### config.mk
export PLATFORM = sky130hd
export DESIGN_NAME = gate_vector_driver_flat
export DESIGN_NICKNAME = d
export VERILOG_FILES = /design/src/rtl/gate_vector_driver_if.sv /design/src/rtl/gate_vector_driver.sv /design/src/flat_wrapper.sv
export SDC_FILE = /design/constraint.sdc
export NUM_CORES = 1
export LEC_CHECK = 0
export ABC_AREA = 1
export BUFFER_PORTS_ARGS = -buffer_cell sky130_fd_sc_hd__buf_4
export CAP_MARGIN = 20
export CELL_PAD_IN_SITES_DETAIL_PLACEMENT = 1
export CELL_PAD_IN_SITES_GLOBAL_PLACEMENT = 1
export CORE_MARGIN = 1
export CORE_UTILIZATION = 44
export CTS_BUF_LIST = sky130_fd_sc_hd__clkbuf_8
export DETAILED_ROUTE_END_ITERATION = 10
export PLACE_DENSITY_LB_ADDON = 0.1
export RECOVER_POWER = 25
export SLEW_MARGIN = 20
export SYNTH_ARGS = -nofsm -noshare
export SYNTH_HDL_FRONTEND = slang
export SYNTH_SLANG_ARGS = --single-unit
### constraint.sdc
create_clock -name clk -period 3.2 [get_ports clk]
set_input_delay 0.16 -clock clk [delete_from_list [all_inputs] [get_ports clk]]
set_output_delay 0.16 -clock clk [all_outputs]
set_load 0.1 [all_outputs]
### src/rtl/gate_vector_driver_if.sv
// Bundles the sweep control/status and gate-facing signals of gate_vector_driver.
// master is the driver side; slave is the controller/gate side.
interface gate_vector_driver_if #(
  parameter int N_INPUTS = 3
);
  logic                start;
  logic [N_INPUTS-1:0] dut_i;
  logic                dut_o;
  logic                busy;
  logic                done;
  logic                pass;
  logic [N_INPUTS:0]   err_count;
  logic                first_fail_vld;
  logic [N_INPUTS-1:0] first_fail_vec;

  modport master (
    input  start, dut_o,
    output dut_i, busy, done, pass, err_count, first_fail_vld, first_fail_vec
  );

  modport slave (
    output start, dut_o,
    input  dut_i, busy, done, pass, err_count, first_fail_vld, first_fail_vec
  );
endinterface

### src/rtl/gate_vector_driver.sv
// Sweeps every input vector of an N-input combinational gate, holding each for
// HOLD_CYCLES clocks, and checks the gate output against TRUTH_TABLE.
module gate_vector_driver #(
  parameter int                     N_INPUTS    = 3,
  parameter int                     HOLD_CYCLES = 4,
  parameter logic [2**N_INPUTS-1:0] TRUTH_TABLE = 8'h80
) (
  input  logic                  clk,
  input  logic                  rst_n,
  gate_vector_driver_if.master  bus
);

  localparam int                HW        = (HOLD_CYCLES > 1) ? $clog2(HOLD_CYCLES) : 1;
  localparam logic [HW-1:0]     HOLD_LAST = HW'(HOLD_CYCLES - 1);
  localparam logic [N_INPUTS-1:0] VEC_LAST = {N_INPUTS{1'b1}};

  typedef enum logic [1:0] {
    IDLE  = 2'd0,
    DRIVE = 2'd1,
    DONE  = 2'd2
  } state_t;

  state_t              state;
  state_t              next_state;
  logic [N_INPUTS-1:0] vec;
  logic [HW-1:0]       hold;
  logic [N_INPUTS:0]   err_count;
  logic                first_fail_vld;
  logic [N_INPUTS-1:0] first_fail_vec;
  logic                done;
  logic                pass;

  logic                start_sweep;
  logic                compare_edge;
  logic                last_vec;
  logic                mismatch;

  always_ff @(posedge clk or negedge rst_n) begin
    if (!rst_n) begin
      state <= IDLE;
    end else begin
      state <= next_state;
    end
  end

  always_comb begin
    next_state   = state;
    start_sweep  = 1'b0;
    compare_edge = 1'b0;
    last_vec     = (vec == VEC_LAST);
    mismatch     = 1'b0;
    case (state)
      IDLE, DONE: begin
        if (bus.start) begin
          start_sweep = 1'b1;
          next_state  = DRIVE;
        end
      end
      DRIVE: begin
        compare_edge = (hold == HOLD_LAST);
        // dut_o only matters on the compare edge; earlier hold cycles are settle time
        mismatch     = compare_edge && (bus.dut_o != TRUTH_TABLE[vec]);
        if (compare_edge && last_vec) begin
          next_state = DONE;
        end
      end
      default: next_state = IDLE;
    endcase
  end

  always_ff @(posedge clk or negedge rst_n) begin
    if (!rst_n) begin
      vec            <= '0;
      hold           <= '0;
      err_count      <= '0;
      first_fail_vld <= 1'b0;
      first_fail_vec <= '0;
      done           <= 1'b0;
      pass           <= 1'b0;
    end else if (start_sweep) begin
      vec            <= '0;
      hold           <= '0;
      err_count      <= '0;
      first_fail_vld <= 1'b0;
      first_fail_vec <= '0;
      done           <= 1'b0;
      pass           <= 1'b0;
    end else if (state == DRIVE) begin
      if (!compare_edge) begin
        hold <= hold + 1'b1;
      end else begin
        if (mismatch) begin
          err_count <= err_count + 1'b1;
          if (!first_fail_vld) begin
            first_fail_vld <= 1'b1;
            first_fail_vec <= vec;
          end
        end
        if (last_vec) begin
          done <= 1'b1;
          pass <= (err_count == '0) && !mismatch;
        end else begin
          vec  <= vec + 1'b1;
          hold <= '0;
        end
      end
    end
  end

  assign bus.dut_i          = vec;
  assign bus.busy           = (state == DRIVE);
  assign bus.done           = done;
  assign bus.pass           = pass;
  assign bus.err_count      = err_count;
  assign bus.first_fail_vld = first_fail_vld;
  assign bus.first_fail_vec = first_fail_vec;

endmodule

### src/flat_wrapper.sv
// flat-port wrapper written by rule: the top's interface ports become plain ports
module gate_vector_driver_flat 
#(
  parameter int                     N_INPUTS    = 3,
  parameter int                     HOLD_CYCLES = 4,
  parameter logic [2**N_INPUTS-1:0] TRUTH_TABLE = 8'h80
)
  (clk, rst_n, bus_start, bus_dut_o, bus_dut_i, bus_busy, bus_done, bus_pass, bus_err_count, bus_first_fail_vld, bus_first_fail_vec);
  gate_vector_driver_if #(.N_INPUTS(N_INPUTS)) bus_i ();
  input  logic clk;
  input  logic rst_n;
  input wire logic [$bits(bus_i.start)-1:0] bus_start;
  input wire logic [$bits(bus_i.dut_o)-1:0] bus_dut_o;
  output wire logic [$bits(bus_i.dut_i)-1:0] bus_dut_i;
  output wire logic [$bits(bus_i.busy)-1:0] bus_busy;
  output wire logic [$bits(bus_i.done)-1:0] bus_done;
  output wire logic [$bits(bus_i.pass)-1:0] bus_pass;
  output wire logic [$bits(bus_i.err_count)-1:0] bus_err_count;
  output wire logic [$bits(bus_i.first_fail_vld)-1:0] bus_first_fail_vld;
  output wire logic [$bits(bus_i.first_fail_vec)-1:0] bus_first_fail_vec;
  assign bus_i.start = bus_start;
  assign bus_i.dut_o = bus_dut_o;
  assign bus_dut_i = bus_i.dut_i;
  assign bus_busy = bus_i.busy;
  assign bus_done = bus_i.done;
  assign bus_pass = bus_i.pass;
  assign bus_err_count = bus_i.err_count;
  assign bus_first_fail_vld = bus_i.first_fail_vld;
  assign bus_first_fail_vec = bus_i.first_fail_vec;
  gate_vector_driver #(.N_INPUTS(N_INPUTS), .HOLD_CYCLES(HOLD_CYCLES), .TRUTH_TABLE(TRUTH_TABLE)) u_core (.clk(clk), .rst_n(rst_n), .bus(bus_i));
endmodule
# Word-level counts from Yosys, hierarchy flattened
# Memory sizes are Yosys's and may differ from the RTL's.
# Cells that the tools add are included.
[op_classes]
muxes = 37
reduce_logical = 17
n_lt_le_gt_ge = 1
add_sub_neg = 3
eq_ne = 10
[op_table]
columns = ["op", "count"]
rows = [
  ["$mux W3", 9],
  ["$mux W1", 17],
  ["$mux W4", 4],
  ["$mux W2", 6],
  ["$reduce_and A3 Y1", 3],
  ["$reduce_bool A2 Y1", 4],
  ["$add A4 B1 Y4 const B", 1],
  ["$eq A2 B2 Y1 const B", 2],
  ["$logic_not A4 Y1", 1],
  ["$lt A3 B4 Y1 const B", 1],
  ["$ne A2 B1 Y1 const B", 2],
  ["$ne A2 B2 Y1 const B", 2],
  ["$pmux W2 S2", 1],
  ["$reduce_and A2 Y1", 2],
  ["$reduce_and A4 Y1", 1],
  ["$add A3 B1 Y3 const B", 1],
  ["$eq A3 B3 Y1 const B", 1],
  ["$logic_and A1 B1 Y1", 3],
  ["$ne A3 B2 Y1 const B", 1],
  ["$add A2 B1 Y2 const B", 1],
  ["$eq A2 B1 Y1 const B", 1],
  ["$logic_not A2 Y1", 1],
  ["$reduce_or A2 Y1", 1],
  ["$logic_not A1 Y1", 1],
  ["$ne A1 B1 Y1", 1],
]
[word_totals]
n_memories = 1
in_bits = 4
output_inout_bits = 14
register_bits = 17
romBits = 8
[memory_table]
columns = ["memory", "words", "width", "read_ports", "rd_clocked_by_memory_dff", "write_ports", "line_no", "text"]
rows = [
  ["(no name shown)", 8, 1, 1, 0, 0, "gate_vector_driver.sv:62", "mismatch = compare_edge && (bus.dut_o != TRUTH_TABLE[vec]);"],
]

# Depth between registers and ports, before layout
[logic_depth]
ltp_word = 11
mapped_depth = 9
depth_no_buf = 9

# Worst setup path before layout
# Ideal clock, no wire load.
[synth_path]
path_kind = "reg-to-reg"
from = "reg u_core.state[0]"
to = "reg u_core.hold[0]"
setup_time_ps = 129
arrival_ps = 2078
setup_slack_ps = 993
stages_incl_launch_ff = 6
required_time_ps = 3071
path_buffers = 0
cell_sequence = "dfrtp_1 -> inv_1 -> nor2_1 -> o21ai_2 -> nand2_1 -> o21ai_0"
[synth_between]
elab_chain_len = 5
[synth_lines]
columns = ["element", "line_no", "text"]
rows = [
  ["start: declaration", "gate_vector_driver.sv:23", "state_t state;"],
  ["start signal: assignment", "gate_vector_driver.sv:42", "state <= next_state;"],
  ["$eq A2 B1 Y1 *", "--", ""],
  ["named net bus_busy", "flat_wrapper.sv:15", "output wire logic [$bits(bus_i.busy)-1:0] bus_busy;"],
  ["$mux W1", "gate_vector_driver.sv:52", "case (state)"],
  ["$mux W2", "gate_vector_driver.sv:89", "if (!compare_edge) begin"],
  ["$mux W2", "gate_vector_driver.sv:88", "end else if (state == DRIVE) begin"],
  ["$mux W2", "gate_vector_driver.sv:80", "end else if (start_sweep) begin"],
  ["end signal: assignment", "gate_vector_driver.sv:90", "hold <= hold + 1'b1;"],
  ["end: declaration", "gate_vector_driver.sv:26", "logic [HW-1:0] hold;"],
]
# The timed path passes the listed nets; every way through them passes the cells marked *. The select of a mux whose other input is x is not followed.
# A chain may end at the register's enable or synchronous reset.

# Worst setup path after layout
[layout_path]
from = "reg u_core.vec[0], in the netlist u_core.bus.dut_i[0]"
to = "reg u_core.first_fail_vec[2], in the netlist u_core.bus.first_fail_vec[2]"
[layout_between]
elab_chain_len = 7
[layout_lines]
columns = ["element", "line_no", "text"]
rows = [
  ["start: declaration", "gate_vector_driver.sv:25", "logic [N_INPUTS-1:0] vec;"],
  ["start signal: assignment", "gate_vector_driver.sv:103", "vec <= vec + 1'b1;"],
  ["$mem_v2 Z8 W1", "--", ""],
  ["$mux W1 (not written as such)", "gate_vector_driver.sv:62", ""],
  ["$ne A1 B1 Y1", "gate_vector_driver.sv:62", ""],
  ["$logic_and A1 B1 Y1", "gate_vector_driver.sv:62", ""],
  ["$mux W1", "gate_vector_driver.sv:52", ""],
  ["$reduce_bool A2 Y1 (no source line)", "--", ""],
  ["$reduce_and A4 Y1 (no source line)", "--", ""],
  ["end signal: assignment", "gate_vector_driver.sv:96", "first_fail_vec <= vec;"],
  ["end: declaration", "gate_vector_driver.sv:29", "logic [N_INPUTS-1:0] first_fail_vec;"],
]
# Every way passes these cells. The select of a mux whose other input is x is not followed.

==> results_dict.tcl <==
set metrics [dict create \
    hp-start "bus_start" \
    routed_wl_microns 2060 \
    grt_antenna_before_repair 0 \
    syn_area_per_cell_sq_um 8.45 \
    die_w_microns 46.7 \
    gr-total-overflow 0 \
    cts_buffer_depth 2 \
    track_usage_pct 22.7 \
    hold_viol 0 \
    fin_crit_sh_pct 51.4 \
    crit_path_max_fanout 5 \
    num_rows 15 \
    crit_required_ns 3.34 \
    cp_cell_sequence "ha_1 -> ha_1 -> inv_1 -> nand2_1 -> nand2_1 -> nand3_1 -> nand3_1 -> nand2_1" \
    initial_utilization_pct 48.7 \
    dp_hpwl_microns 1490 \
    die_area_sq_um 2180 \
    wl_per_cell_microns 13.7 \
    path_clk_slew_ns 0.07 \
    portBuffers 17 \
    cts_tree "done" \
    synth_top_cell_by_area "dfrtp_1" \
    cts_resized 0 \
    grt_max_degree 20 \
    synth_nets 113 \
    start_kind "register" \
    finalMaxSlewViolations 0 \
    yosysUniqueCellTypes 19 \
    setup_slack_ns 1.56 \
    crit_type "register to register" \
    antenna_cells 0 \
    rrSetupSlack_ns 1.56 \
    syn-cell-area_sq_um 878 \
    cp_common_cell "nand2_1" \
    grt_pass1_wl_microns 3440 \
    netlist_instances 104 \
    ys_ff_latch 17 \
    postLayoutCoreUtil_pct 59.7 \
    drive_gt1_share_pct 20.0 \
    vias 755 \
    max_slew_margin_pct 37.7 \
    cts_made_buffers 3 \
    root_buffer "clkbuf_8" \
    num-fill-cells 240 \
    finalSetupViolations 0 \
    min_period_ns 1.64 \
    max_freq_mhz 608 \
    rr_startpoint "u_core.bus.dut_i[0]$_DFFE_PN0P_" \
    tns_ns 0 \
    drt_drc_violations_left 0 \
    worst_path_largest_cell_delay_ns 0.42 \
    status "finished, final reports clean" \
    drtIter0Drc 7 \
    cp-startpoint "u_core.bus.dut_i[0]$_DFFE_PN0P_" \
    cts.sinks 17 \
    pre_cts_ws_ns 1.60 \
    hp-class "input pin to register" \
    skew_ns 0.00372 \
    insertion_delay_ns 0.25 \
    grt_pass1_vias 827 \
    arrival_ns 1.78 \
    cap_violations 0 \
    endpoint_kind "register" \
    io_pins 18 \
    die_h_microns 46.7 \
    yosysTopAreaCellShare_pct 48.4 \
    synth.area.top_cells "dfrtp_1 48%, nand2_1 13%, nand3_1 9.1%" \
    ys_seq_area_share_pct 48.4 \
    ys_warn_count 0 \
    regArea_sq_um 425 \
    nets 135 \
    areaGrowthSynthToFinish_pct 22.4 \
    gp_congestion 0.726 \
    ant_nets 0 \
    dr.pass1.iters 4 \
    worst_pin_slew_ns 0.935 \
    multiInputGateArea_sq_um 379 \
    cts_max_level 1 \
    via_per_inst 5.03 \
    slowest_stage "dfrtp_1" \
    rsz0062_at_grt "no" \
    core_area_sq_um 1800 \
]
[cell usage after synthesis]
library cell   n
nor2_4         2
nand2_1       30
dfrtp_1       17
a21oi_1        1
nand2_4        1
o31ai_1        1
xor2_1         1
o21ai_2        1
nor3_1         2
clkbuf_8       1
nor2_1         4
nand4_1        1
nand3b_1       1
inv_2          1
inv_1         15
nand3_1       16
o21ai_0        3
ha_1           5
nand2_2        1
[state kept, by name (all words and copies together), names as in the netlist]
register / flops
u_core.bus.dut_i: 3
u_core.bus.err_count: 4
u_core.bus.first_fail_vld: 1
u_core.state: 2
u_core.hold: 2
u_core.bus.pass: 1
u_core.bus.done: 1
u_core.bus.first_fail_vec: 3
[worst max-delay path, delay by kind of cell (launching register included)]
| family | cells | cell delay [ns] |
|---|---|---|
| AND/OR/NAND/NOR | 5 | 0.53 |
| adder cells (fa/ha/maj) | 2 | 0.45 |
| flip-flops | 1 | 0.42 |
| buffers and inverters | 1 | 0.13 |
[logic make-up after synthesis]
kind of cell	synth area share [%]
AOI/OAI and AO/OA	4.13
xor gates and xnor gates	0.997
adders and majority gates	7.12
buffers and inverters	8.40
DFF	48.4
and+or+nand+nor	30.9
[placed cells by master (no fill, tap or decap)]
cell type      netlist  layout
xor2_1               1       1
nor3_1               2       2
clkbuf_8             1       3
a21oi_1              1       1
nand3_1             16      16
nand2_2              1       1
dlygate4sd3_1        0       1
nand3b_1             1       1
o21ai_0              3       3
nand2_4              1       1
nand4_1              1       1
clkbuf_1             0       1
inv_1               15      16
nor2_4               2       2
inv_2                1       1
o31ai_1              1       1
nand2_1             30      30
dfrtp_1             17      17
ha_1                 5       5
o21ai_2              1       1
buf_4                0      16
nor2_1               4       4
[layer usage]
layer	share of wire (%)	vias to the layer above	global-route usage, %	wire, microns
met2	54	13	40.6	1100
li1	-	369	-	-
met4	1.1	0	10.9	23
met5	0	-	0	0
met3	3.0	4	3.92	62
met1	42	369	25.8	872
[cell type report]
class,count,share of cell area [%]
clock buffers,3,3.84
clock inverters,1,0.349
inverters,16,5.59
multi-input cells,70,35.3
flip-flops and latches,17,39.6
well taps,25,2.91
repair buffers,18,12.5
[metrics by stage]
| step | cell area (sq um) | hold slack [ns] | std cells |
|---|---|---|---|
| 2_1_floorplan | 878 | -0.136 | 104 |
| 3_3_place_gp | 1020 | 0.0370 | 145 |
| 3_5_place_dp | 1020 | 0.0359 | 145 |
| 4_1_cts | 1080 | 0.103 | 150 |
| 5_1_grt | 1070 | 0.127 | 150 |
| 6_report | 1070 | 0.106 | 150 |
[what timing repair did]
| item | 4_1_cts | 5_1_grt |
|---|---|---|
| buffers inserted | 0 | 0 |
| hold buffers | 1 | 0 |
| hold endpoints to repair | 17 | 0 |
[path summary, 6_finish.rpt]
path	end	cells after the start
worst min-delay path	u_core.state[1]$_DFFE_PN0P_	2
worst min register to register	u_core.bus.done$_DFFE_PN0P_	2
worst max register to register	u_core.bus.first_fail_vec[2]$_DFFE_PN0P_	8
worst max-delay path	u_core.bus.first_fail_vec[2]$_DFFE_PN0P_	8
max in group asynchronous	u_core.bus.dut_i[1]$_DFFE_PN0P_	2
min in group asynchronous	u_core.bus.err_count[3]$_DFFE_PN0P_	2
Power is left out: the tool's default activity adds up to more than one toggle a clock period on the data nets, which glitch-free logic cannot reach.
